**src/rtl/delay_pkg.sv**
```systemverilog
// rtl/delay_pkg.sv - shared sizing helpers for the delay line family
package delay_pkg;

    // Ceiling log2; returns 0 for values of 0 or 1.
    function automatic int clog2(input int value);
        int result;
        result = 0;
        while ((1 << result) < value) begin
            result = result + 1;
        end
        return result;
    endfunction

    // Width of a select able to address taps 0..max_delay, never narrower than one bit.
    function automatic int sel_width(input int max_delay);
        int w;
        w = clog2(max_delay + 1);
        return (w < 1) ? 1 : w;
    endfunction

    // Bit offset of a lane inside a lane-packed bus.
    function automatic int lane_lsb(input int lane, input int lane_width);
        return lane * lane_width;
    endfunction

endpackage

```
**src/rtl/delay_stage.sv**
```systemverilog
// rtl/delay_stage.sv - one valid/data register of the delay chain
module delay_stage #(
    parameter int WIDTH      = 32,
    parameter int CLEAR_DATA = 0
) (
    input  logic             clk,
    input  logic             rst_n,
    input  logic             en_n,
    input  logic             flush,
    input  logic             valid_in,
    input  logic [WIDTH-1:0] data_in,
    output logic             valid_out,
    output logic [WIDTH-1:0] data_out
);

    // Valid bit: flush wins over advance; a stall holds the bit.
    always_ff @(posedge clk or negedge rst_n) begin
        if (!rst_n) begin
            valid_out <= 1'b0;
        end else if (flush) begin
            valid_out <= 1'b0;
        end else if (!en_n) begin
            valid_out <= valid_in;
        end
    end

    // Data word: only zeroed by flush when clearing is enabled, otherwise it follows en_n.
    always_ff @(posedge clk or negedge rst_n) begin
        if (!rst_n) begin
            data_out <= '0;
        end else if (flush && (CLEAR_DATA != 0)) begin
            data_out <= '0;
        end else if (!en_n) begin
            data_out <= data_in;
        end
    end

endmodule

```
**src/rtl/delay_pipe.sv**
```systemverilog
// rtl/delay_pipe.sv - multi-lane valid-tracked delay line with runtime tap select
module delay_pipe
    import delay_pkg::*;
#(
    parameter int BIT_WIDTH  = 32,
    parameter int DEPTH      = 1,
    parameter int MAX_DELAY  = 4,
    parameter int CLEAR_DATA = 0
) (
    input  logic                                 clk,
    input  logic                                 rst_n,
    input  logic                                 en_n,
    input  logic                                 flush,
    input  logic [sel_width(MAX_DELAY)-1:0]      delaySel,
    input  logic                                 validIn,
    input  logic [BIT_WIDTH*DEPTH-1:0]           dataIn,
    output logic                                 validOut,
    output logic [BIT_WIDTH*DEPTH-1:0]           dataOut,
    output logic [sel_width(MAX_DELAY)-1:0]      inFlight
);

    localparam int SELW = sel_width(MAX_DELAY);
    localparam int DW   = BIT_WIDTH * DEPTH;

    // Tap 0 is the live input; taps 1..MAX_DELAY are the stage registers.
    logic          stage_v [0:MAX_DELAY];
    logic [DW-1:0] stage_d [0:MAX_DELAY];

    logic [DEPTH-1:0][BIT_WIDTH-1:0] lanes_in;
    logic [DEPTH-1:0][BIT_WIDTH-1:0] lanes_out;

    logic [SELW-1:0] sel;
    logic            tap_v;
    logic [DW-1:0]   tap_d;
    logic [SELW-1:0] count_q;

    // Lane unpack/pack: lane k sits at [k*BIT_WIDTH +: BIT_WIDTH] on both buses.
    for (genvar k = 0; k < DEPTH; k++) begin : g_lane
        assign lanes_in[k] = dataIn[lane_lsb(k, BIT_WIDTH) +: BIT_WIDTH];
        assign dataOut[lane_lsb(k, BIT_WIDTH) +: BIT_WIDTH] = lanes_out[k];
    end

    assign stage_v[0] = validIn;
    assign stage_d[0] = lanes_in;

    for (genvar s = 1; s <= MAX_DELAY; s++) begin : g_stage
        delay_stage #(
            .WIDTH      (DW),
            .CLEAR_DATA (CLEAR_DATA)
        ) u_stage (
            .clk       (clk),
            .rst_n     (rst_n),
            .en_n      (en_n),
            .flush     (flush),
            .valid_in  (stage_v[s-1]),
            .data_in   (stage_d[s-1]),
            .valid_out (stage_v[s]),
            .data_out  (stage_d[s])
        );
    end

    // Clamp out-of-range selects to the deepest physical stage.
    always_comb begin
        sel = delaySel;
        if (delaySel > SELW'(MAX_DELAY)) begin
            sel = SELW'(MAX_DELAY);
        end
    end

    // Tap mux; select 0 is a purely combinational bypass of the input.
    always_comb begin
        tap_v = stage_v[0];
        tap_d = stage_d[0];
        for (int s = 1; s <= MAX_DELAY; s++) begin
            if (sel == SELW'(s)) begin
                tap_v = stage_v[s];
                tap_d = stage_d[s];
            end
        end
    end

    assign validOut  = tap_v;
    assign lanes_out = tap_d;

    // In-flight count tracks the valid bits of stages 1..MAX_DELAY incrementally.
    always_ff @(posedge clk or negedge rst_n) begin
        if (!rst_n) begin
            count_q <= '0;
        end else if (flush) begin
            count_q <= '0;
        end else if (!en_n) begin
            count_q <= count_q + SELW'(validIn) - SELW'(stage_v[MAX_DELAY]);
        end
    end

    assign inFlight = count_q;

endmodule
```
**config.mk**
```make
export PLATFORM = sky130hd
export DESIGN_NAME = delay_pipe
export DESIGN_NICKNAME = d
export VERILOG_FILES = /design/src/rtl/delay_pkg.sv /design/src/rtl/delay_stage.sv /design/src/rtl/delay_pipe.sv
export SDC_FILE = /design/constraint.sdc
export NUM_CORES = 1
export LEC_CHECK = 0
export BUFFER_PORTS_ARGS = -buffer_cell sky130_fd_sc_hd__buf_2
export CORE_MARGIN = 8
export CORE_UTILIZATION = 53
export DETAILED_ROUTE_END_ITERATION = 12
export GPL_TIMING_DRIVEN = 0
export PLACE_DENSITY = 0.77
export SLEW_MARGIN = 20
export SYNTH_ARGS = -nofsm -noshare
export SYNTH_HDL_FRONTEND = slang
export SYNTH_SLANG_ARGS = --single-unit
export TNS_END_PERCENT = 100
```
**constraint.sdc**
```tcl
create_clock -name clk -period 1.8 [get_ports clk]
set_input_delay 0.18 -clock clk [delete_from_list [all_inputs] [get_ports clk]]
set_output_delay 0.18 -clock clk [all_outputs]
set_load 0.03 [all_outputs]
```
Yosys cells after proc, flatten, opt, wreduce, memory -nomap -nowiden
Cells that the tools add are included.
Widths: inputs -> output; s select.
{"block": "word_totals", "register_bits": 135, "latchBits": 0, "ramBits": 0, "romBits": 0, "output_inout_bits": 36, "word_cells": 36, "memories": 0}
{"block": "op_classes", "n_addsub": 2, "n_mul": 0, "div": 0, "order_cmp": 1, "eq_ne": 5, "shift": 0, "mux": 19, "bitwise_logic": 0, "reduce_logical": 0}
{"op": "$mux 32", "n": 4}
{"op": "$mux 1", "n": 12}
{"op": "$mux 3", "n": 3}
{"op": "$eq 3x2->1 const B", "n": 2}
{"op": "$add 3x1->3", "n": 1}
{"op": "$eq 3x1->1 const B", "n": 1}
{"op": "$eq 3x3->1 const B", "n": 1}
{"op": "$gt 3x3->1 const B", "n": 1}
{"op": "$sub 3x1->3", "n": 1}
{"op": "$ne 2x1->1 const B", "n": 1}

Longest topological paths before layout
Gate-level depths: netlist (run 1).
{"block": "logic_depth", "ltp_word": 7, "mapped_depth": 9, "ltp_nobuf": 9}

Modules after synthesis
From an unflattened synthesis (run 1), not the netlist that was laid out.
{"block": "hier_totals", "cells_unflattened": 493, "hier_area_um2": 7094.3}
{"module": "delay_stage", "n_inst": 4, "cells_each": 71, "area_per_inst_um2": 1380.1}
{"module": "delay_pipe", "n_inst": 1, "cells_each": 209, "area_per_inst_um2": 1574.0}

Worst setup path before layout (run 1)
OpenSTA, ideal clock, no wires.
{"block": "synth_timing", "kind": "flip-flop to flip-flop", "startpoint": "register count_q[0] (netlist: inFlight[0])", "endpoint": "register count_q[2] (netlist: inFlight[2])", "t_arrival_ps": 2002, "required_time_ps": 1723, "path_slack_ps": -280, "stages_incl_launch_ff": 10, "cell_sequence": "dfrtp_1 inv_1 ha_1 inv_1 ha_1 inv_1 fa_1 xnor2_1 or3_1 a21oi_1"}
{"block": "synth_via", "elab_chain_cells": 4}
{"element": "from (decl)", "line": "delay_pipe.sv:35", "text": "logic [SELW-1:0] count_q;"}
{"element": "from (signal assigned)", "line": "delay_pipe.sv:92", "text": "count_q <= count_q + SELW'(validIn) - SELW'(stage_v[MAX_DELAY]);"}
{"element": "$add 3x1->3", "line": "delay_pipe.sv:92"}
{"element": "$sub 3x1->3", "line": "delay_pipe.sv:92"}
{"element": "$mux 3", "line": "delay_pipe.sv:91", "text": "end else if (!en_n) begin"}
{"element": "$mux 3", "line": "delay_pipe.sv:89", "text": "end else if (flush) begin"}
Every way passes these cells. The select of a mux whose other input is x is not followed.
A chain may end at the register's enable or synchronous reset.

Final worst setup path (run 1)
Same ends and word-level chain as after synthesis.

==> results of run 1 <==
## worst min-delay path by stage
stage / startpoint / to / cells past startpoint
final: dataIn[1] / g_stage[1].u_stage.data_out[1] / 2
after global placement: flush / inFlight[2] / 2
after detailed placement: rst_n / g_stage[4].u_stage.data_out[27] / 1
after global routing: dataIn[1] / g_stage[1].u_stage.data_out[1] / 2
after floorplan: rst_n / g_stage[1].u_stage.data_out[0] / 0
after CTS: dataIn[3] / g_stage[1].u_stage.data_out[3] / 2
## flip-flops by register name, indices dropped and copies added (netlist names)
name                       cells
g_stage.u_stage.data_out     128
g_stage.u_stage.valid_out      4
inFlight                       3
## layout by cell type, fill, tap and decap left out, types with 2 or more instances in the layout
cell type / n
o31ai_1: 8
mux2_2: 128
clkbuf_16: 17
o22ai_2: 10
dlygate4sd3_1: 2
o22ai_1: 26
ha_4: 2
a221oi_1: 15
a22oi_2: 10
nand2b_4: 2
nor2_1: 7
buf_6: 8
nor2b_4: 2
a21oi_2: 10
a21oi_1: 7
nand2_1: 18
mux2i_1: 5
buf_4: 4
clkbuf_1: 8
a22oi_1: 5
dfrtp_1: 134
clkbuf_2: 2
buf_12: 2
buf_8: 2
clkbuf_8: 6
nor2b_1: 15
buf_2: 90
o31ai_2: 10
inv_2: 3
## worst register-to-register path: stages, from the launching register on
cell	delay, ns
dfrtp_2	0.40
inv_2	0.07
ha_4	0.20
inv_2	0.06
ha_4	0.12
inv_2	0.03
fa_2	0.32
xnor2_1	0.14
or3_1	0.33
a21oi_1	0.13
## kinds of logic (layout without fill, tap and decap cells)
kind of cell,count (synthesis),after routing,share of synthesized area (%)
adders and majority gates,3,3,0.705
AOI/OAI and AO/OA,104,104,14.3
buffers and inverters,39,147,4.41
muxes,133,133,23.3
xor gates and xnor gates,1,1,0.137
DFF,135,135,52.9
and+or+nand+nor,47,47,4.21
## power by group through the flow
stage	combinational, uW	sequential (uW)	clock (uW)
2_1_floorplan	1220	3840	0
3_3_place_gp	1610	3890	0
3_5_place_dp	1680	3940	0
4_1_cts	1700	3890	3340
5_1_grt	1810	3960	3460
6_report	1690	3900	3300
## final cells by class
| cell class | instances | area share, % |
|---|---|---|
| well taps | 147 | 2.42 |
| plain buffers | 36 | 3.59 |
| repair buffers | 77 | 5.69 |
| multi-input cells | 288 | 36.3 |
| clock buffers | 29 | 6.98 |
| flip-flops and latches | 135 | 44.4 |
| inverters | 3 | 0.148 |
| clock inverters | 2 | 0.461 |
## per-layer routing
layer	vias to the layer above	track usage (%)	routed length [um]
li1	1919	-	-
met2	85	33.4	7700
met5	-	0	0
met4	0	8.28	273
met3	22	5.15	603
met1	2226	24.1	6610
## stage by stage
stage                     power (uW)  instance area [um2]
after CTS                       8930                 7570
final                           8880                 7600
after detailed placement        5620                 6980
after global placement          5500                 6940
after floorplan                 5060                 6390
after global routing            9230                 7600
## timing repair
item / CTS / global route
buffers inserted: 1 / 1
setup endpoints to repair: 11 / 11
pin swaps: 0 / 1
hold buffers: 2 / 0
gates resized for setup: 1 / 7
endpoints found under the hold margin: 38 / 0
==> impl_metrics.csv, run 1 <==
group,metric,value,unit
global_routing,grt_max_degree,101,
power_and_ir_drop,powerDensity,1170,mW/mm2
place,place_congestion,0.789,
floorplanning,fp.dieArea,0.0158,mm2
worst_setup_path,startpoint,"inFlight[0]",
place,post-place-ws,-0.119,ns
worst_setup_path,end_kind,"register",
worst_setup_path,rr_worst_depth,9,
timing,min_period,1.87,ns
clock_tree,cts_tree,"done",
synthesis,yosysMostFrequentCell,"dfrtp_1",
timing,hold_viol_final,0,
power_and_ir_drop,p_seq_share,43.9,%
worst_setup_path,critPathMaxFanout,2,
drt,drc_errors,0,
place,dpl.hpwl,10000,um
timing,timing.final.crit_share,104,%
timing,fin_ws,-0.0653,ns
global_routing,antenna_found_initial,0,
worst_setup_path,cp-start-kind,"register",
synthesis,synth_top_cells_by_count,"135 x dfrtp_1, 128 x mux2_2, 26 x o22ai_1",
timing,slew_headroom,52.4,%
power_and_ir_drop,clockPowerShare,37.1,%
synthesis,ys_async_sr_fraction,100,%
layout,drive_above_1_share,55.3,%
clock_tree,cts.clk_slew.worst_paths,0.05,ns
floorplanning,core.rowCount,40,
worst_setup_path,reg2reg_slack,-0.07,ns
flow_run,cap_violations,0,
synthesis,ys_ff_latch,135,
clock_tree,clock_path_buffers,2,
synthesis,yosysWarnings,0,
place,dp_cells,682,
global_routing,grt_pass1_wl,24700,um
timing,hold_ws,0.0139,ns
timing,slew_violations,0,
worst_setup_path,critPathCapture,"inFlight[2]",
layout,final_nets,601,
outcome,violations,"setup timing",
drt,antenna_left,0,
clock_tree,cts-buffers-inserted,17,
timing,rsz0062_at_grt,"yes",
power_and_ir_drop,p_int,6440,uW
timing,setup_viol,1,
global_routing,grt_util_all_layers,20.0,%
layout,finalNonFillerCells,717,
synthesis,ys.flop_type,"dfrtp_1",
drt,vias,4252,
worst_setup_path,critical_path_buf_inv_count,3,
global_routing,grt_pass1_vias,4702,
drt,wire_per_inst,21.2,um
synthesis,synthCells,462,
worst_setup_path,critPathMostFrequentCell,"inv_2",
global_routing,grt_overflow_total,0,
outcome,outcome,"finished with violations",
synthesis,synth_area,0.00639,mm2
worst_setup_path,cp.depth,9,
place,io_buffers,72,
worst_setup_path,critical-path-top-delay-family,"adder cells",
layout,area_growth,19.0,%
clock_tree,cts_num_sinks,135,
worst_setup_path,critical_path_class,"register to register",
clock_tree,htree_levels,4,
synthesis,syn_avg_cell_area,13.8,um2
layout,seq_area,0.00338,mm2
timing,finClkSkew,0.00431,ns
worst_setup_path,cpPeakStageDelay,0.40,ns
power_and_ir_drop,pwr-share-comb,19.0,%
power_and_ir_drop,vdd_drop_max,0.651,mV
worst_setup_path,cp.required,2.14,ns
floorplanning,start_util,53.6,%
power_and_ir_drop,p_switching,2440,uW
timing,max_clock_freq,0.536,GHz
worst_setup_path,r2r-end,"inFlight[2]",
layout,fill_cells,862,
timing,fin_setup_tns,-0.0653,ns
synthesis,ys_seq_area_share,52.9,%
synthesis,synth_top_cell_by_area,"dfrtp_1",
clock_tree,cts_root_buf,"clkbuf_16",
worst_hold_path,holdCritPathClass,"primary input to register",
drt,drt_iter0_markers,288,
layout,multiInputGateArea,0.00276,mm2
worst_setup_path,cp_data_arrival_time,2.21,ns
floorplanning,core-area,0.0119,mm2
layout,antenna_cells,0,
layout,utilization,63.8,%
synthesis,synth.top_cell.area_share,52.9,%
drt,via_per_inst,5.93,
floorplanning,ios,76,
power_and_ir_drop,swShare,27.5,%
power_and_ir_drop,leakage,0.00330,uW
timing,tightest_slew,0.715,ns
worst_setup_path,crit_chain,"inv_2 -> ha_4 -> inv_2 -> ha_4 -> inv_2 -> fa_2 -> xnor2_1 -> or3_1 -> a21oi_1",
floorplanning,fp.dieW,126,um
drt,routed_wl,15200,um
synthesis,synth_edf_count,0,
synthesis,synth_area_leaders,"dfrtp_1 53%, mux2_2 23%, o22ai_1 2.5%",
synthesis,yosysUniqueCellTypes,33,
floorplanning,fp.dieH,126,um
worst_setup_path,cpMaxStageDelayCell,"dfrtp_2",
worst_setup_path,timing.rr.start,"inFlight[0]",
synthesis,syn-num-nets,505,
drt,drtPass1Iterations,5,
clock_tree,insertion_delay,0.42,ns
Note: power is estimated with default switching activity, not from simulation.
==> run 2: changes to the inputs <==
ABC_AREA = 1   (was default)
CORE_ASPECT_RATIO = 1.75   (was default)
PLACE_DENSITY = 0.76   (was 0.77)
==> run 2 against run 1 <==
  * The flow now finishes without violations
  * Die area is 3.2% higher
  * Clock skew is 0.0028 ns higher
  * Critical endpoint unchanged
  * Global-route usage is 4.6 points higher
  * Power is 6.0% lower
==> impl_metrics.csv, run 2 <==
group,metric,value,unit
layout,area_growth,19.8,%
worst_setup_path,startpoint,"inFlight[0]",
drt,via_per_inst,5.33,
layout,final_cell_mix,"328 x nand2_1, 141 x o21ai_0, 134 x dfrtp_1, 97 x buf_2, 71 x inv_1",
power_and_ir_drop,p_switching,2500,uW
synthesis,ys_seq_area_share,51.5,%
clock_tree,cts_num_sinks,135,
clock_tree,cts_setup_buffers,0,
floorplanning,start_util,53.3,%
global_routing,grt_pass1_wl,31300,um
layout,finalNonFillerCells,1140,
global_routing,antenna_found_initial,0,
worst_setup_path,cp_data_arrival_time,2.06,ns
synthesis,syn-num-nets,901,
clock_tree,clock_path_buffers,2,
drt,wire_per_inst,16.7,um
global_routing,grt_max_degree,83,
worst_setup_path,timing.rr.start,"inFlight[0]",
worst_setup_path,critical-path-top-delay-family,"adder cells",
worst_setup_path,critical_path_buf_inv_count,3,
layout,drive_above_1_share,15.8,%
power_and_ir_drop,p_int,5840,uW
power_and_ir_drop,swShare,30.0,%
synthesis,synth_top_cell_by_area,"dfrtp_1",
timing,max_clock_freq,0.570,GHz
drt,antenna_left,0,
drt,drc_errors,0,
worst_setup_path,critPathMaxFanout,2,
timing,hold_viol_final,0,
clock_tree,insertion_delay,0.42,ns
clock_tree,htree_levels,4,
timing,timing.final.crit_share,97.5,%
place,dp_cells,1099,
drt,drt_iter0_markers,480,
synthesis,synthCells,858,
floorplanning,fp.dieArea,0.0163,mm2
power_and_ir_drop,p_seq_share,42.7,%
synthesis,ys_async_sr_fraction,100,%
place,dpl.hpwl,13400,um
layout,largest_reg_flops,128,
synthesis,yosysWarnings,0,
drt,vias,6078,
worst_setup_path,cp.required,2.11,ns
layout,final_common_cell,"nand2_1",
clock_tree,cts_root_buf,"clkbuf_16",
power_and_ir_drop,leakage,0.00407,uW
global_routing,grt_util_met3,5.42,%
timing,finClkSkew,0.00707,ns
synthesis,yosysUniqueCellTypes,24,
layout,top_register,"g_stage.u_stage.data_out",
timing,rsz0062_at_grt,"yes",
power_and_ir_drop,clockPowerShare,40.9,%
timing,fin_setup_tns,0,ns
synthesis,syn_avg_cell_area,7.65,um2
floorplanning,fp.dieH,163,um
flow_run,cap_violations,0,
layout,utilization,63.9,%
place,io_buffers,72,
global_routing,use_met1,26.7,%
timing,min_period,1.75,ns
drt,drtPass1Iterations,5,
worst_setup_path,cpMaxStageDelayCell,"dfrtp_2",
clock_tree,cts_tree,"done",
layout,fill_cells,1113,
synthesis,synth.top_cell.area_share,51.5,%
synthesis,ys_ff_latch,135,
synthesis,synth_top_cells_by_count,"328 x nand2_1, 142 x o21ai_0, 135 x dfrtp_1",
worst_setup_path,cp-start-kind,"register",
worst_hold_path,hold_path_startpoint,"dataIn[12]",
power_and_ir_drop,powerDensity,1060,mW/mm2
outcome,outcome,"finished clean",
global_routing,busiest_layer,"met2",
worst_hold_path,holdCritPathClass,"primary input to register",
timing,setup_viol,0,
global_routing,grt_pass1_vias,6344,
place,place_congestion,0.888,
worst_setup_path,end_kind,"register",
worst_setup_path,crit_chain,"inv_2 -> ha_1 -> inv_1 -> ha_1 -> inv_1 -> fa_2 -> xor2_2 -> nand3_1 -> nand2_1 -> nor2_1",
floorplanning,fp.dieW,100,um
place,placed_area,0.00717,mm2
layout,final_nets,1002,
timing,slew_headroom,57.7,%
power_and_ir_drop,vdd_drop_max,0.720,mV
global_routing,use_met2,42.8,%
synthesis,synth_area_leaders,"dfrtp_1 51%, nand2_1 19%, o21ai_0 11%",
worst_setup_path,critical_path_class,"register to register",
clock_tree,cts-buffers-inserted,17,
synthesis,synth_edf_count,0,
floorplanning,ios,76,
layout,final_area,0.00786,mm2
layout,antenna_cells,0,
timing,tightest_slew,0.635,ns
floorplanning,core-area,0.0123,mm2
drt,routed_wl,19000,um
synthesis,synth_area,0.00656,mm2
power_and_ir_drop,pwr-share-comb,16.4,%
floorplanning,core.rowCount,54,
synthesis,yosysMostFrequentCell,"nand2_1",
timing,slew_violations,0,
synthesis,ys.flop_type,"dfrtp_1",
global_routing,grt_overflow_total,0,
clock_tree,cts.clk_slew.worst_paths,0.06,ns
global_routing,grt_util_all_layers,24.6,%
worst_setup_path,cpPeakStageDelay,0.40,ns
[run 2: layout make-up]
| cell class | count | area [um2] | share of cell area, % |
|---|---|---|---|
| repair buffers | 82 | 490 | 6.24 |
| clock buffers | 18 | 429 | 5.46 |
| flip-flops and latches | 135 | 3380 | 43.0 |
| clock inverters | 14 | 153 | 1.94 |
| well taps | 168 | 210 | 2.67 |
| inverters | 76 | 288 | 3.66 |
| plain buffers | 57 | 288 | 3.66 |
| multi-input cells | 590 | 2620 | 33.4 |
[run 2: what timing repair did]
action,4_1_cts,5_1_grt
gates resized for setup,0,8
endpoints found under the setup margin,0,7
hold buffers,9,0
endpoints found under the hold margin,61,0
[run 2: logic make-up after synthesis]
family	Yosys count	synth area share (%)
adders and majority gates	3	0.687
DFF	135	51.5
and+or+nand+nor	392	24.0
xor gates and xnor gates	1	0.134
AOI/OAI and AO/OA	194	15.0
buffers and inverters	133	8.70
[run 2: final timing paths]
| check | to | depth (start not counted) | slack, ns |
|---|---|---|---|
| worst max register to register | inFlight[2] | 10 | 0.05 |
| worst min-delay path | g_stage[1].u_stage.data_out[12] | 3 | 0.005 |
| worst max-delay path | inFlight[2] | 10 | 0.05 |
| max in group asynchronous | g_stage[1].u_stage.data_out[15] | 3 | 0.77 |
| min in group asynchronous | inFlight[0] | 2 | 0.27 |
| worst min register to register | g_stage[4].u_stage.data_out[20] | 2 | 0.48 |
[run 2: routing by layer]
metal	routed length (um)	share of wire, %
met5	0	0
met4	773	4.1
met3	1250	6.5
met2	9910	52
met1	7100	37
[run 2: through the flow]
step / worst slack (ns) / total power (uW) / hold slack, ns
2_1_floorplan: 0.0268 / 4460 / -0.116
3_3_place_gp: -1.57 / 4900 / 0.392
3_5_place_dp: 0.0607 / 4950 / 0.130
4_1_cts: 0.0544 / 8360 / 0.00173
5_1_grt: -0.0563 / 8690 / 0.0189
6_report: 0.0450 / 8350 / 0.00494
[run 2: power groups by stage]
stage          registers (uW)  logic [uW]  clock network [uW]
2_1_floorplan            3580         881                   0
3_3_place_gp             3600        1300                   0
3_5_place_dp             3610        1340                   0
4_1_cts                  3560        1370                3420
5_1_grt                  3600        1540                3550
6_report                 3560        1370                3410
[run 2: tightest hold or removal path, stage by stage]
cell     delay [ns]
buf_2          0.10
nand2_1        0.05
o21ai_0        0.06
